File: config.mk
export PLATFORM = sky130hd
export DESIGN_NAME = multicycle_ctrl_flat
export DESIGN_NICKNAME = d
export VERILOG_FILES = /design/src/rtl/multicycle_ctrl_pkg.sv /design/src/rtl/multicycle_ctrl_if.sv /design/src/rtl/multicycle_ctrl_waitcnt.sv /design/src/rtl/multicycle_ctrl.sv /design/src/flat_wrapper.sv
export SDC_FILE = /design/constraint.sdc
export NUM_CORES = 1
export LEC_CHECK = 0
export ABC_AREA = 1
export ABC_CLOCK_PERIOD_IN_PS = 1400
export BUFFER_PORTS_ARGS = -buffer_cell sky130_fd_sc_hd__buf_2
export CORE_ASPECT_RATIO = 0.9
export CORE_UTILIZATION = 40
export DETAILED_ROUTE_END_ITERATION = 10
export GPL_TIMING_DRIVEN = 1
export PLACE_DENSITY_LB_ADDON = 0.15
export SYNTH_ARGS = -nofsm -noshare
export SYNTH_HDL_FRONTEND = slang
export SYNTH_SLANG_ARGS = --single-unit
File: constraint.sdc
create_clock -name clk -period 1.4 [get_ports clk]
set_input_delay 0.07 -clock clk [delete_from_list [all_inputs] [get_ports clk]]
set_output_delay 0.07 -clock clk [all_outputs]
set_load 0.02 [all_outputs]
File: src/rtl/multicycle_ctrl_pkg.sv
// Shared types and constants for the KTC32 multicycle control unit.
package ktc32_ctrl_pkg;

  typedef enum logic [3:0] {
    FETCH, DECODE, MEMADR, MEMRD, MEMWB, MEMWR,
    EXEC, ADDIEX, ALUWB, BRANCH, JUMP, TRAP
  } statetype;

  // Low six opcode bits
  localparam logic [5:0] OP_MOV  = 6'b000000;
  localparam logic [5:0] OP_ADD  = 6'b100000;
  localparam logic [5:0] OP_SUB  = 6'b110000;
  localparam logic [5:0] OP_AND  = 6'b010000;
  localparam logic [5:0] OP_OR   = 6'b011000;
  localparam logic [5:0] OP_SLT  = 6'b001000;
  localparam logic [5:0] OP_LW   = 6'b000011;
  localparam logic [5:0] OP_ADDI = 6'b100011;
  localparam logic [5:0] OP_SW   = 6'b000111;
  localparam logic [5:0] OP_JMP  = 6'b000001;
  localparam logic [5:0] OP_JEQ  = 6'b100001;
  localparam logic [5:0] OP_JNE  = 6'b110001;

  localparam logic [2:0] ALU_ADD = 3'b010;
  localparam logic [2:0] ALU_SUB = 3'b110;
  localparam logic [2:0] ALU_AND = 3'b000;
  localparam logic [2:0] ALU_OR  = 3'b001;
  localparam logic [2:0] ALU_SLT = 3'b111;

  localparam logic [1:0] SRCB_REG  = 2'b00;
  localparam logic [1:0] SRCB_FOUR = 2'b01;
  localparam logic [1:0] SRCB_ZERO = 2'b10;
  localparam logic [1:0] SRCB_IMM  = 2'b11;

  // ALU operation for an R-type opcode; MOV falls through to ADD
  function automatic logic [2:0] rtype_alu(input logic [5:0] op6);
    case (op6)
      OP_SUB:  return ALU_SUB;
      OP_AND:  return ALU_AND;
      OP_OR:   return ALU_OR;
      OP_SLT:  return ALU_SLT;
      default: return ALU_ADD;
    endcase
  endfunction

endpackage

File: src/rtl/multicycle_ctrl_if.sv
// Control bus between the multicycle controller and the KTC32 datapath.
interface multicycle_ctrl_if #(
  parameter int OPW = 6,
  parameter int ACW = 3
);
  logic [OPW-1:0] op;
  logic           mem_ready;
  logic           memtoreg;
  logic           iord;
  logic           pcsrc;
  logic           alusrca;
  logic [1:0]     alusrcb;
  logic [ACW-1:0] alucontrol;
  logic           irwrite;
  logic           memwrite;
  logic           pcwrite;
  logic           regwrite;
  logic           branch;
  logic           branch_ne;
  logic           mem_req;
  logic           illegal;
  logic           timeout;

  // Controller side
  modport master (
    input  op, mem_ready,
    output memtoreg, iord, pcsrc, alusrca, alusrcb, alucontrol,
           irwrite, memwrite, pcwrite, regwrite, branch, branch_ne,
           mem_req, illegal, timeout
  );

  // Datapath side
  modport slave (
    output op, mem_ready,
    input  memtoreg, iord, pcsrc, alusrca, alusrcb, alucontrol,
           irwrite, memwrite, pcwrite, regwrite, branch, branch_ne,
           mem_req, illegal, timeout
  );
endinterface

File: src/rtl/multicycle_ctrl_waitcnt.sv
// Memory wait-state counter: counts consecutive stalled cycles inside one
// memory state and flags the cycle on which the limit is hit while stalled.
module ctrl_waitcnt #(
  parameter int WAIT_MAX = 15
) (
  input  logic clk,
  input  logic reset,
  input  logic i_clr,
  input  logic i_wait,
  output logic o_expire
);
  localparam int            CW  = $clog2(WAIT_MAX + 1);
  localparam logic [CW-1:0] LIM = CW'(WAIT_MAX - 1);

  logic [CW-1:0] r_cnt;

  // The WAIT_MAX-th stalled cycle is the one that expires
  assign o_expire = i_wait && (r_cnt == LIM);

  // Count stalled cycles; any state change restarts the count
  always_ff @(posedge clk or posedge reset) begin
    if (reset)       r_cnt <= '0;
    else if (i_clr)  r_cnt <= '0;
    else if (i_wait) r_cnt <= r_cnt + CW'(1);
  end
endmodule

File: src/rtl/multicycle_ctrl.sv
// KTC32 multicycle control FSM: sequences fetch/decode/execute/writeback,
// handles memory wait states with a watchdog, and traps illegal opcodes.
module multicycle_ctrl
  import ktc32_ctrl_pkg::*;
#(
  parameter int OPW      = 6,
  parameter int ACW      = 3,
  parameter int WAIT_MAX = 15
) (
  input logic               clk,
  input logic               reset,
  multicycle_ctrl_if.master bus
);
  statetype       r_state, w_next;
  logic           r_illegal, r_timeout;
  logic           w_set_ill, w_set_to;
  logic [OPW-1:0] w_op;
  logic [5:0]     w_op6;
  logic           w_op_hi, w_wait, w_expire, w_clr;

  assign w_op    = bus.op;
  assign w_op6   = w_op[5:0];
  assign w_op_hi = (w_op >> 6) != '0;
  // Stall is derived from state directly so the counter never sees a comb loop
  assign w_wait  = (r_state == FETCH || r_state == MEMRD || r_state == MEMWR)
                   && !bus.mem_ready;
  assign w_clr   = (w_next != r_state);

  ctrl_waitcnt #(.WAIT_MAX(WAIT_MAX)) u_waitcnt (
    .clk     (clk),
    .reset   (reset),
    .i_clr   (w_clr),
    .i_wait  (w_wait),
    .o_expire(w_expire)
  );

  assign bus.illegal = r_illegal;
  assign bus.timeout = r_timeout;

  // State register and sticky trap flags
  always_ff @(posedge clk or posedge reset) begin
    if (reset) begin
      r_state   <= FETCH;
      r_illegal <= 1'b0;
      r_timeout <= 1'b0;
    end else begin
      r_state <= w_next;
      if (w_set_ill) r_illegal <= 1'b1;
      if (w_set_to)  r_timeout <= 1'b1;
    end
  end

  // Next state and datapath controls; enables are forced low during reset
  always_comb begin
    w_next         = r_state;
    w_set_ill      = 1'b0;
    w_set_to       = 1'b0;
    bus.memtoreg   = 1'b0;
    bus.iord       = 1'b0;
    bus.pcsrc      = 1'b0;
    bus.alusrca    = 1'b0;
    bus.alusrcb    = SRCB_REG;
    bus.alucontrol = ACW'(ALU_ADD);
    bus.irwrite    = 1'b0;
    bus.memwrite   = 1'b0;
    bus.pcwrite    = 1'b0;
    bus.regwrite   = 1'b0;
    bus.branch     = 1'b0;
    bus.branch_ne  = 1'b0;
    bus.mem_req    = 1'b0;
    case (r_state)
      FETCH: begin
        bus.mem_req = 1'b1;
        bus.alusrcb = SRCB_FOUR;
        if (bus.mem_ready) begin
          bus.irwrite = 1'b1;
          bus.pcwrite = 1'b1;
          w_next      = DECODE;
        end else if (w_expire) begin
          w_next   = TRAP;
          w_set_to = 1'b1;
        end
      end
      DECODE: begin
        if (w_op_hi) begin
          w_next    = TRAP;
          w_set_ill = 1'b1;
        end else begin
          case (w_op6)
            OP_LW, OP_SW:                                 w_next = MEMADR;
            OP_ADDI:                                      w_next = ADDIEX;
            OP_MOV, OP_ADD, OP_SUB, OP_AND, OP_OR, OP_SLT: w_next = EXEC;
            OP_JEQ, OP_JNE:                               w_next = BRANCH;
            OP_JMP:                                       w_next = JUMP;
            default: begin
              w_next    = TRAP;
              w_set_ill = 1'b1;
            end
          endcase
        end
      end
      MEMADR: begin
        bus.alusrca = 1'b1;
        bus.alusrcb = SRCB_IMM;
        w_next      = (w_op6 == OP_LW) ? MEMRD : MEMWR;
      end
      MEMRD: begin
        bus.mem_req = 1'b1;
        bus.iord    = 1'b1;
        if (bus.mem_ready) w_next = MEMWB;
        else if (w_expire) begin
          w_next   = TRAP;
          w_set_to = 1'b1;
        end
      end
      MEMWB: begin
        bus.memtoreg = 1'b1;
        bus.regwrite = 1'b1;
        w_next       = FETCH;
      end
      MEMWR: begin
        bus.mem_req  = 1'b1;
        bus.iord     = 1'b1;
        bus.memwrite = bus.mem_ready;
        if (bus.mem_ready) w_next = FETCH;
        else if (w_expire) begin
          w_next   = TRAP;
          w_set_to = 1'b1;
        end
      end
      EXEC: begin
        bus.alusrca = 1'b1;
        if (w_op6 == OP_MOV) bus.alusrcb = SRCB_ZERO;
        else bus.alucontrol = ACW'(rtype_alu(w_op6));
        w_next = ALUWB;
      end
      ADDIEX: begin
        bus.alusrca = 1'b1;
        bus.alusrcb = SRCB_IMM;
        w_next      = ALUWB;
      end
      ALUWB: begin
        bus.regwrite = 1'b1;
        w_next       = FETCH;
      end
      BRANCH: begin
        bus.alusrca    = 1'b1;
        bus.alucontrol = ACW'(ALU_SUB);
        bus.pcsrc      = 1'b1;
        bus.branch     = (w_op6 == OP_JEQ);
        bus.branch_ne  = (w_op6 == OP_JNE);
        w_next         = FETCH;
      end
      JUMP: begin
        bus.pcsrc   = 1'b1;
        bus.pcwrite = 1'b1;
        w_next      = FETCH;
      end
      default: w_next = TRAP;
    endcase
    if (reset) begin
      bus.irwrite  = 1'b0;
      bus.memwrite = 1'b0;
      bus.pcwrite  = 1'b0;
      bus.regwrite = 1'b0;
      bus.mem_req  = 1'b0;
    end
  end
endmodule

File: src/flat_wrapper.sv
// flat-port wrapper written by rule: the top's interface ports become plain ports
module multicycle_ctrl_flat import ktc32_ctrl_pkg::*;
#(
  parameter int OPW      = 6,
  parameter int ACW      = 3,
  parameter int WAIT_MAX = 15
)
  (clk, reset, bus_op, bus_mem_ready, bus_memtoreg, bus_iord, bus_pcsrc, bus_alusrca, bus_alusrcb, bus_alucontrol, bus_irwrite, bus_memwrite, bus_pcwrite, bus_regwrite, bus_branch, bus_branch_ne, bus_mem_req, bus_illegal, bus_timeout);
  multicycle_ctrl_if #(.OPW(OPW), .ACW(ACW)) bus_i ();
  input logic clk;
  input logic reset;
  input wire logic [$bits(bus_i.op)-1:0] bus_op;
  input wire logic [$bits(bus_i.mem_ready)-1:0] bus_mem_ready;
  output wire logic [$bits(bus_i.memtoreg)-1:0] bus_memtoreg;
  output wire logic [$bits(bus_i.iord)-1:0] bus_iord;
  output wire logic [$bits(bus_i.pcsrc)-1:0] bus_pcsrc;
  output wire logic [$bits(bus_i.alusrca)-1:0] bus_alusrca;
  output wire logic [$bits(bus_i.alusrcb)-1:0] bus_alusrcb;
  output wire logic [$bits(bus_i.alucontrol)-1:0] bus_alucontrol;
  output wire logic [$bits(bus_i.irwrite)-1:0] bus_irwrite;
  output wire logic [$bits(bus_i.memwrite)-1:0] bus_memwrite;
  output wire logic [$bits(bus_i.pcwrite)-1:0] bus_pcwrite;
  output wire logic [$bits(bus_i.regwrite)-1:0] bus_regwrite;
  output wire logic [$bits(bus_i.branch)-1:0] bus_branch;
  output wire logic [$bits(bus_i.branch_ne)-1:0] bus_branch_ne;
  output wire logic [$bits(bus_i.mem_req)-1:0] bus_mem_req;
  output wire logic [$bits(bus_i.illegal)-1:0] bus_illegal;
  output wire logic [$bits(bus_i.timeout)-1:0] bus_timeout;
  assign bus_i.op = bus_op;
  assign bus_i.mem_ready = bus_mem_ready;
  assign bus_memtoreg = bus_i.memtoreg;
  assign bus_iord = bus_i.iord;
  assign bus_pcsrc = bus_i.pcsrc;
  assign bus_alusrca = bus_i.alusrca;
  assign bus_alusrcb = bus_i.alusrcb;
  assign bus_alucontrol = bus_i.alucontrol;
  assign bus_irwrite = bus_i.irwrite;
  assign bus_memwrite = bus_i.memwrite;
  assign bus_pcwrite = bus_i.pcwrite;
  assign bus_regwrite = bus_i.regwrite;
  assign bus_branch = bus_i.branch;
  assign bus_branch_ne = bus_i.branch_ne;
  assign bus_mem_req = bus_i.mem_req;
  assign bus_illegal = bus_i.illegal;
  assign bus_timeout = bus_i.timeout;
  multicycle_ctrl #(.OPW(OPW), .ACW(ACW), .WAIT_MAX(WAIT_MAX)) u_core (.clk(clk), .reset(reset), .bus(bus_i));
endmodule
==> out/qor.csv <==
metric;value;unit
fin_skew;0.0119;ns
setup-violations-final;25;
htreeDepth;1;
grt_max_degree;11;
drv_cap;0;
setup_slack;-0.315;ns
yosysSeqAreaShare;25.6;%
grt_pass1_vias;1176;
drtIter0Drc;60;
critPathMaxFanout;5;
cp_num_buf_inv;2;
synth_seq_cells;10;
syn_area;976;µm²
yosysUniqueCellTypes;28;
pwr_density_cell;358;nW/µm²
root_buffer;clkbuf_4;
syn_avg_cell_area;6.26;µm²
place_hpwl;2240;µm
nFillCells;129;
path_common_cell;buf_4;
antenna_found_initial;0;
dominantRegCellSynth;dfrtp_1;
slowest_stage;dfrtp_2;
max_stage_delay;0.48;ns
fp.dieH;48.9;µm
crit_start;u_core.r_state[3]$_DFF_PP0_;
finalMaxSlewViolations;0;
synth.most_common_cell;nand2_1;
synth_edf_count;0;
reg2reg_depth;10;
worst_pin_slew;0.445;ns
layout.cells.non_filler;251;
die-area;2640;µm²
met2WireLength;1790;µm
regToRegStartpoint;u_core.r_state[3]$_DFF_PP0_;
start_kind;register;
synthTopCellsByArea;dfrtp_1, nand2_1, inv_1, nand3_1, nor2_1;
ant_nets;0;
cp.arrival;1.65;ns
worstHoldPathType;input pin to register;
top_layer_used;met4;
drc;0;
endpoint_kind;primary output;
wl_met1;1640;µm
reg2reg_slack;-0.32;ns
row_count;16;
leakage;0.950;nW
viasPerCell;5.58;
cts.sinks;10;
pin_count;27;
place_ws;-0.186;ns
ctsLongestPathBuffers;2;
cts_tree;yes;
min_period;1.72;ns
die_w;54.1;µm
cts_buffers;3;
min_path_cells;6;
setup_tns;-4.59;ns
grt_use_total;26.1;%
critical_path.top_delay_family;flip-flops;
fmax;583;MHz
placedCellCount;235;
fin_nets;236;
initial_core_util;43.5;%
synth_top_area_share;25.6;%
failed_checks;setup timing;
met3WireLength;255;µm
worstSetupPathType;register to primary output;
hp-start;bus_op[1];
total_power;0.636;mW
wirelength;3750;µm
grt_first_pass_wirelength;5140;µm
antennaDiodeCount;0;
fin_crit_sh;123;%
io_buffers;26;
vias;1400;
path_cells;nor2_4 > nand3_1 > buf_4 > a21oi_2 > buf_4;
grt_overflow;0;
cp.required;1.33;ns
async_reset_ff_share;100;%
synthToLayoutAreaGrowth;81.8;%
outcome;complete, but fails checks;
rsz0062_at_grt;yes;
synth_common_cells;nand2_1, inv_1, nor2_1;
whs;0.278;ns
gp_congestion;0.895;
syn_inst;156;
r2r_end;u_core.u_waitcnt.r_cnt[0]$_DFFE_PP0P_;
clk_pin_slew;0.08;ns
hold_viol_final;0;
routedWlPerCell;14.9;µm
yosys.area.top_type;dfrtp_1;
ir_drop;0.433;mV
clock_latency;0.28;ns
synth_nets;167;
drtPass1Iterations;5;
ys.warnings.count;0;
core_area;2240;µm²
hold_path_end;u_core.r_state[3]$_DFF_PP0_;
slew_headroom;70.3;%
drive_gt1_share;57.6;%
-- per-layer routing --
layer / track usage, % / vias to the layer above
met5: 0 / -
met4: 2.14 / 0
met3: 5.30 / 11
met2: 42.8 / 78
met1: 36.3 / 665
li1: - / 646
-- sequential cells by signal, summed over array words and instances, names as in the netlist --
register / count
u_core.u_waitcnt.r_cnt: 4
u_core.r_state: 4
u_core.bus.illegal: 1
u_core.bus.timeout: 1
-- final cells by class --
cell class	count	area, µm²	share of cell area, %
Clock buffer	4	36.3	2.05
Inverter	28	113	6.35
Multi-Input combinational cell	118	841	47.4
Sequential cell	10	255	14.4
Tap cell	27	33.8	1.90
Timing Repair Buffer	64	495	27.9
-- worst max path at each step --
stage | depth (start not counted) | slack (ns) | end
6_report | 5 | -0.32 | bus_pcwrite
5_1_grt | 5 | -0.36 | bus_pcwrite
4_1_cts | 7 | -0.20 | bus_pcwrite
3_5_place_dp | 9 | -0.19 | u_core.u_waitcnt.r_cnt[0]$_DFFE_PP0P_
3_3_place_gp | 9 | -0.13 | u_core.u_waitcnt.r_cnt[2]$_DFFE_PP0P_
2_1_floorplan | 4 | 0.008 | bus_branch_ne
-- per-stage QoR --
step	cell area, µm²	util (%)
after floorplan	1030	-
after global placement	1390	61.8
after detailed placement	1390	61.8
after CTS	1620	72.4
after global routing	1770	79.1
final	1770	79.1
-- cell families (layout without fill, tap and decap cells) --
family / Yosys count / in the layout / share of synthesized area (%)
xor+xnor: 3 / 3 / 2.69
buf+inv: 28 / 96 / 10.8
flops: 10 / 10 / 25.6
simple gates: 101 / 101 / 50.6
fa+ha+maj: 2 / 2 / 2.56
compound gates: 12 / 12 / 7.69
-- cells in the final DEF (no fill, tap or decap), types with 2 or more instances in the layout --
cell type / instances
buf_6: 12
nand3_4: 4
nor3_1: 2
dfrtp_2: 4
nor2_4: 6
nand2_2: 14
o211ai_1: 2
nor2_2: 4
inv_1: 20
nor3_2: 7
nand3_1: 9
nand4_1: 7
nand3_2: 3
o21ai_0: 2
nor2_1: 8
nand2_1: 30
dfrtp_1: 6
inv_4: 3
buf_2: 13
inv_2: 5
buf_4: 38
clkbuf_4: 3
nand2_4: 5
-- power by group --
group          total, mW  internal, mW  switching, mW
Combinational     0.0663        0.0192         0.0471
Clock              0.281         0.158          0.123
Sequential         0.289         0.289              0
-- worst min-delay path: stages --
cell and delay [ns]:
buf_2 0.11, nor2_1 0.07, nand3_1 0.08, nand2_1 0.05, nand2_1 0.10, nand2_2 0.05
-- timing repair --
| item | 4_1_cts | 5_1_grt |
|---|---|---|
| setup endpoints to repair | 19 | 26 |
| buffers inserted | 8 | 5 |
| gates resized for setup | 41 | 36 |
| hold buffers | 1 | 0 |
| hold endpoints to repair | 10 | 0 |
| pin swaps | 9 | 19 |
(Power assumes the default switching activity.)
